`config.mk`:
```
export PLATFORM = sky130hd
export DESIGN_NAME = tdm_demux4_flat
export DESIGN_NICKNAME = d
export VERILOG_FILES = /design/src/rtl/tdm_demux4_if.sv /design/src/rtl/tdm_demux4.sv /design/src/flat_wrapper.sv
export SDC_FILE = /design/constraint.sdc
export NUM_CORES = 1
export LEC_CHECK = 0
export ABC_AREA = 1
export BUFFER_PORTS_ARGS = -buffer_cell sky130_fd_sc_hd__buf_2
export CAP_MARGIN = 10
export CORE_MARGIN = 10
export CORE_UTILIZATION = 51
export DETAILED_ROUTE_END_ITERATION = 12
export PLACE_DENSITY = 0.75
export SETUP_SLACK_MARGIN = 0.4
export SLEW_MARGIN = 20
export SYNTH_ARGS = -nofsm -noshare
export SYNTH_HDL_FRONTEND = slang
export SYNTH_SLANG_ARGS = --single-unit
```
`constraint.sdc`:
```
create_clock -name clk -period 4.7 [get_ports clk]
set_clock_uncertainty 0.15 [all_clocks]
set_input_delay 1.41 -clock clk [delete_from_list [all_inputs] [get_ports clk]]
set_output_delay 1.41 -clock clk [all_outputs]
set_load 0.02 [all_outputs]
```
`src/rtl/tdm_demux4_if.sv`:
```
// Link between the serial TDM stream source and the 4-lane demultiplexer.
// The master drives the serial side; the slave returns the assembled lane words.
interface tdm_demux4_if #(
    parameter int WIDTH = 8
);
    logic             in_valid;
    logic             in_bit;
    logic             in_sof;
    logic [1:0]       slot;
    logic             locked;
    logic             out_valid;
    logic [WIDTH-1:0] out0;
    logic [WIDTH-1:0] out1;
    logic [WIDTH-1:0] out2;
    logic [WIDTH-1:0] out3;
    logic             sync_err;

    modport master (
        output in_valid, in_bit, in_sof,
        input  slot, locked, out_valid, out0, out1, out2, out3, sync_err
    );

    modport slave (
        input  in_valid, in_bit, in_sof,
        output slot, locked, out_valid, out0, out1, out2, out3, sync_err
    );
endinterface

```
`src/rtl/tdm_demux4.sv`:
```
// Receive side of a 4:1 round-robin bit-interleaved link: routes each serial
// bit to its lane and presents one WIDTH-bit word per lane once a frame completes.
module tdm_demux4 #(
    parameter int WIDTH = 8
) (
    input  logic         clk,
    input  logic         rst,
    tdm_demux4_if.slave  bus
);
    localparam int BCW = (WIDTH > 1) ? $clog2(WIDTH) : 1;
    localparam logic [BCW-1:0] LAST = BCW'(WIDTH - 1);

    typedef enum logic {UNLOCK = 1'b0, LOCK = 1'b1} state_t;

    state_t           state_q, state_d;
    logic             locked_q, locked_d;
    logic [1:0]       slot_q, slot_d;
    logic [BCW-1:0]   bit_cnt_q, bit_cnt_d;
    logic             out_valid_q, out_valid_d;
    logic             sync_err_q, sync_err_d;
    logic [WIDTH-1:0] lane_q [4];
    logic [WIDTH-1:0] lane_d [4];
    logic [WIDTH-1:0] out_q  [4];
    logic [WIDTH-1:0] out_d  [4];
    logic [WIDTH-1:0] cur_lane;
    logic [WIDTH-1:0] shifted;
    logic [WIDTH-1:0] sof_word;
    logic             restart;

    always_comb begin
        state_d     = state_q;
        locked_d    = locked_q;
        slot_d      = slot_q;
        bit_cnt_d   = bit_cnt_q;
        out_valid_d = 1'b0;
        sync_err_d  = 1'b0;
        for (int i = 0; i < 4; i++) begin
            lane_d[i] = lane_q[i];
            out_d[i]  = out_q[i];
        end
        cur_lane = lane_q[slot_q];
        shifted  = {bus.in_bit, cur_lane[WIDTH-1:1]};
        sof_word = {bus.in_bit, {(WIDTH-1){1'b0}}};
        // A sof restarts the frame unless it lands exactly on the expected boundary.
        restart  = bus.in_sof &&
                   ((state_q == UNLOCK) || (slot_q != 2'd0) || (bit_cnt_q != '0));

        if (bus.in_valid) begin
            if (restart) begin
                sync_err_d = (state_q == LOCK);
                state_d    = LOCK;
                locked_d   = 1'b1;
                slot_d     = 2'd1;
                bit_cnt_d  = '0;
                for (int i = 0; i < 4; i++) lane_d[i] = '0;
                lane_d[0]  = sof_word;
            end else if (state_q == LOCK) begin
                lane_d[slot_q] = shifted;
                slot_d         = slot_q + 2'd1;
                if (slot_q == 2'd3) begin
                    if (bit_cnt_q == LAST) begin
                        bit_cnt_d   = '0;
                        out_valid_d = 1'b1;
                        out_d[0]    = lane_q[0];
                        out_d[1]    = lane_q[1];
                        out_d[2]    = lane_q[2];
                        out_d[3]    = shifted;
                    end else begin
                        bit_cnt_d = bit_cnt_q + BCW'(1);
                    end
                end
            end
        end
    end

    always_ff @(posedge clk or posedge rst) begin
        if (rst) begin
            state_q     <= UNLOCK;
            locked_q    <= 1'b0;
            slot_q      <= 2'd0;
            bit_cnt_q   <= '0;
            out_valid_q <= 1'b0;
            sync_err_q  <= 1'b0;
            for (int i = 0; i < 4; i++) begin
                lane_q[i] <= '0;
                out_q[i]  <= '0;
            end
        end else begin
            state_q     <= state_d;
            locked_q    <= locked_d;
            slot_q      <= slot_d;
            bit_cnt_q   <= bit_cnt_d;
            out_valid_q <= out_valid_d;
            sync_err_q  <= sync_err_d;
            for (int i = 0; i < 4; i++) begin
                lane_q[i] <= lane_d[i];
                out_q[i]  <= out_d[i];
            end
        end
    end

    assign bus.slot      = slot_q;
    assign bus.locked    = locked_q;
    assign bus.out_valid = out_valid_q;
    assign bus.sync_err  = sync_err_q;
    assign bus.out0      = out_q[0];
    assign bus.out1      = out_q[1];
    assign bus.out2      = out_q[2];
    assign bus.out3      = out_q[3];
endmodule
```
`src/flat_wrapper.sv`:
```
// flat-port wrapper written by rule: the top's interface ports become plain ports
module tdm_demux4_flat 
#(
    parameter int WIDTH = 8
)
  (clk, rst, bus_in_valid, bus_in_bit, bus_in_sof, bus_slot, bus_locked, bus_out_valid, bus_out0, bus_out1, bus_out2, bus_out3, bus_sync_err);
  tdm_demux4_if #(.WIDTH(WIDTH)) bus_i ();
  input  logic clk;
  input  logic rst;
  input wire logic [$bits(bus_i.in_valid)-1:0] bus_in_valid;
  input wire logic [$bits(bus_i.in_bit)-1:0] bus_in_bit;
  input wire logic [$bits(bus_i.in_sof)-1:0] bus_in_sof;
  output wire logic [$bits(bus_i.slot)-1:0] bus_slot;
  output wire logic [$bits(bus_i.locked)-1:0] bus_locked;
  output wire logic [$bits(bus_i.out_valid)-1:0] bus_out_valid;
  output wire logic [$bits(bus_i.out0)-1:0] bus_out0;
  output wire logic [$bits(bus_i.out1)-1:0] bus_out1;
  output wire logic [$bits(bus_i.out2)-1:0] bus_out2;
  output wire logic [$bits(bus_i.out3)-1:0] bus_out3;
  output wire logic [$bits(bus_i.sync_err)-1:0] bus_sync_err;
  assign bus_i.in_valid = bus_in_valid;
  assign bus_i.in_bit = bus_in_bit;
  assign bus_i.in_sof = bus_in_sof;
  assign bus_slot = bus_i.slot;
  assign bus_locked = bus_i.locked;
  assign bus_out_valid = bus_i.out_valid;
  assign bus_out0 = bus_i.out0;
  assign bus_out1 = bus_i.out1;
  assign bus_out2 = bus_i.out2;
  assign bus_out3 = bus_i.out3;
  assign bus_sync_err = bus_i.sync_err;
  tdm_demux4 #(.WIDTH(WIDTH)) u_core (.clk(clk), .rst(rst), .bus(bus_i));
endmodule
```
==> summary.md <==
| Metric | Value |
|---|---|
| LEAKAGE | 0.00206 uW |
| Dominant synthesized flop cell | dfrtp_1 |
| Clock sink count | 71 |
| Worst hold start | u_core.bus.out2[6] |
| Worst hold path type | reg2reg |
| Vias per Instance | 5.13 |
| Gr ovfl total | 0 |
| Depth of the worst register-to-register path | 10 |
| TritonCTS Buffers | 9 |
| FF+latch count, synth | 71 |
| Final hold slack | 327 ps |
| Vias in the first global route | 2525 |
| Synth warn | 0 |
| Share of synthesized flip-flops with an asynchronous set or reset | 100% |
| Final Hold Fails | 0 |
| CP endpoint kind | register |
| CTS tree | done |
| Drt wl/cell | 14.8 um |
| Commonest non-fill, non-tap cell in the layout | nand2_1 |
| Setup ws final | 1640 ps |
| Synthesized area | 0.00318 sq mm |
| Initial core utilization | 53.2% |
| PostCTS Resize Cnt | 0 |
| Count of pins over their slew limit | 0 |
| Nets | 423 |
| Core Region | 0.00599 sq mm |
| Post-DRT Antenna Nets | 0 |
| First-iteration detailed-routing DRC count | 229 |
| Cell area power density | 546 mW/mm^2 |
| Setup violators final | 0 |
| Hold Path Stages | 2 |
| DRT Wirelength | 7.27 mm |
| Max-cap violation count | 0 |
| Hold Path End | u_core.bus.out2[6] |
| Reg-to-reg slack, setup | 1640 ps |
| Largest net degree at the start of global routing | 42 |
| Initial DRT Pass Iterations | 4 |
| Row Count | 28 |
| DIE WIDTH | 99.0 um |
| First-pass GRT wire length | 12.6 mm |
| RSZ-0062 raised after global routing | false |
| Most frequent cells in the layout | nand2_1 (179), dfrtp_1 (71), buf_2 (41), nand3_1 (35), o21ai_1 (15) |
| Share of cells above drive strength 1 | 21.2% |
| Syn nets | 386 |
| Startpoint type of the worst setup path | register |
| Initial antenna violation count | 0 |
| Gr usage total | 15.7% |
| VDD IR max | 230 uV |
| Antenna diodes | 0 |
| Clock Path Buffers | 2 |
| Distinct cells, synth | 21 |
| IO buf count | 41 |
| Die Span Y | 99.0 um |
| Post-synthesis cell count | 374 |
| Post-DP HPWL | 5.13 mm |
| H-tree levels | 3 |
| Seq. cell area | 0.00178 sq mm |
| Critical path class | reg2reg |
| Clk pin slew, worst setup/hold paths | 70 ps |
| DRC | 0 |
| Crit-path max FO | 41 |
| Multi-input gate area | 0.00120 sq mm |
| Register area share after synthesis | 55.8% |
| Postcts setup bufs | 0 |
| Worst-margin pin slew | 912 ps |
| Root Driver | clkbuf_8 |
| Status | finished clean |
| Setup TNS | 0 ps |
| Peak Freq | 327 MHz |
| Placer congestion estimate | 0.917 |
| Worst slack, placed | 1610 ps |
| Num ports | 42 |
| WP data required | 4780 ps |
| Worst r2r src | u_core.bus.slot[0] |
| Die area | 0.00980 sq mm |
| Fin crit share | 65.1% |
| Avg Inst Size Synth | 8.51 sq um |
| Total number of vias | 2517 |
| Synth-to-layout area growth | 13.1% |
| Arrival time worst endpoint | 3140 ps |
| # hold bufs at CTS | 0 |
| Slew margin rel. | 39.2% |
| # fillers | 558 |
| Tmin final | 3060 ps |
| Worst R2R End | u_core.bus.out1[3] |
| Clk_lat worst skew | 340 ps |
| EDFF count, synth | 0 |
critical path, stage by stage, from the launching register on:
cell and delay [ps]:
dfrtp_1 730, inv_2 290, ha_1 340, nand2_2 110, inv_2 40, nand2_2 90
nand2_2 180, nand2_2 580, inv_4 230, nand2_1 120, nand2_1 60
per-layer routing:
layer  part of all wire, %  GRT usage, %
met1                    44          20.7
met4                   2.2          7.61
met5                     0             0
met2                    45          23.3
met3                   8.5          4.19
area by class of cell:
| cell class | count | area share, % |
|---|---|---|
| Sequential cell | 71 | 49.3 |
| Multi-Input combinational cell | 263 | 33.4 |
| Timing Repair Buffer | 42 | 5.90 |
| Clock buffer | 10 | 3.82 |
| Tap cell | 75 | 2.61 |
| Inverter | 24 | 2.57 |
| Clock inverter | 6 | 2.33 |
cell usage after synthesis, types with 3 or more instances:
cell type  instances  share of area (%)
nand3_1           35                5.5
nor2_1             3               0.35
o21ai_0            3               0.47
inv_2             13                1.5
ha_1               7                2.8
dfrtp_1           71                 56
inv_1             10                1.2
nand2_2            7                1.4
nand4_1            6                1.2
buf_6              5                1.8
nand2_4            3                1.1
buf_2              7                1.1
nand2_1          179                 21
clkbuf_1           3               0.35
o21ai_1           15                2.4
state kept, by name, summed over array words and instances, names as in the netlist:
name                  cells
u_core.bus.out3           8
u_core.bus.out1           8
u_core.lane_q            31
u_core.bus.out0           8
u_core.state_q            1
u_core.bus.out2           8
u_core.bit_cnt_q          3
u_core.bus.out_valid      1
u_core.bus.slot           2
u_core.bus.sync_err       1
power by group:
part | switching [uW] | total, uW | leakage, uW | internal [uW]
Sequential | 130 | 859 | 0.000952 | 730
Clock | 226 | 538 | 0.000116 | 311
Combinational | 404 | 568 | 0.000996 | 164
Total | 761 | 1970 | 0.00206 | 1200
cell families after synthesis:
kind of cell,share of synthesized area [%]
AND/OR/NAND/NOR,31.4
flip-flops,55.8
buffers and inverters,6.37
AO/OA/AOI/OAI,3.65
adder cells (fa/ha/maj),2.75
through the flow:
step / instances / area [sq um] / power, uW / utilization [%]
after CTS: 491 / 3600 / 1970 / 60.1
final: 491 / 3600 / 1970 / 60.1
after global routing: 491 / 3600 / 2090 / 60.1
after floorplan: 374 / 3180 / 1270 / -
after global placement: 475 / 3380 / 1420 / 56.4
after detailed placement: 475 / 3380 / 1430 / 56.4
how the worst max path moves through the flow:
stage | endpoint | cells after the start | slack, ps | start
floorplan | u_core.bit_cnt_q[0] | 1 | 1340 | rst
global placement | u_core.bus.out0[5] | 6 | 1660 | bus_in_sof
detailed placement | u_core.bus.out1[3] | 6 | 1610 | bus_in_sof
CTS | u_core.bus.out0[3] | 10 | 1600 | u_core.bus.slot[0]
global route | u_core.bus.out0[3] | 10 | 1310 | u_core.bus.slot[0]
finish | u_core.bus.out1[3] | 10 | 1640 | u_core.bus.slot[0]
Note: power is estimated with default switching activity, not from simulation.
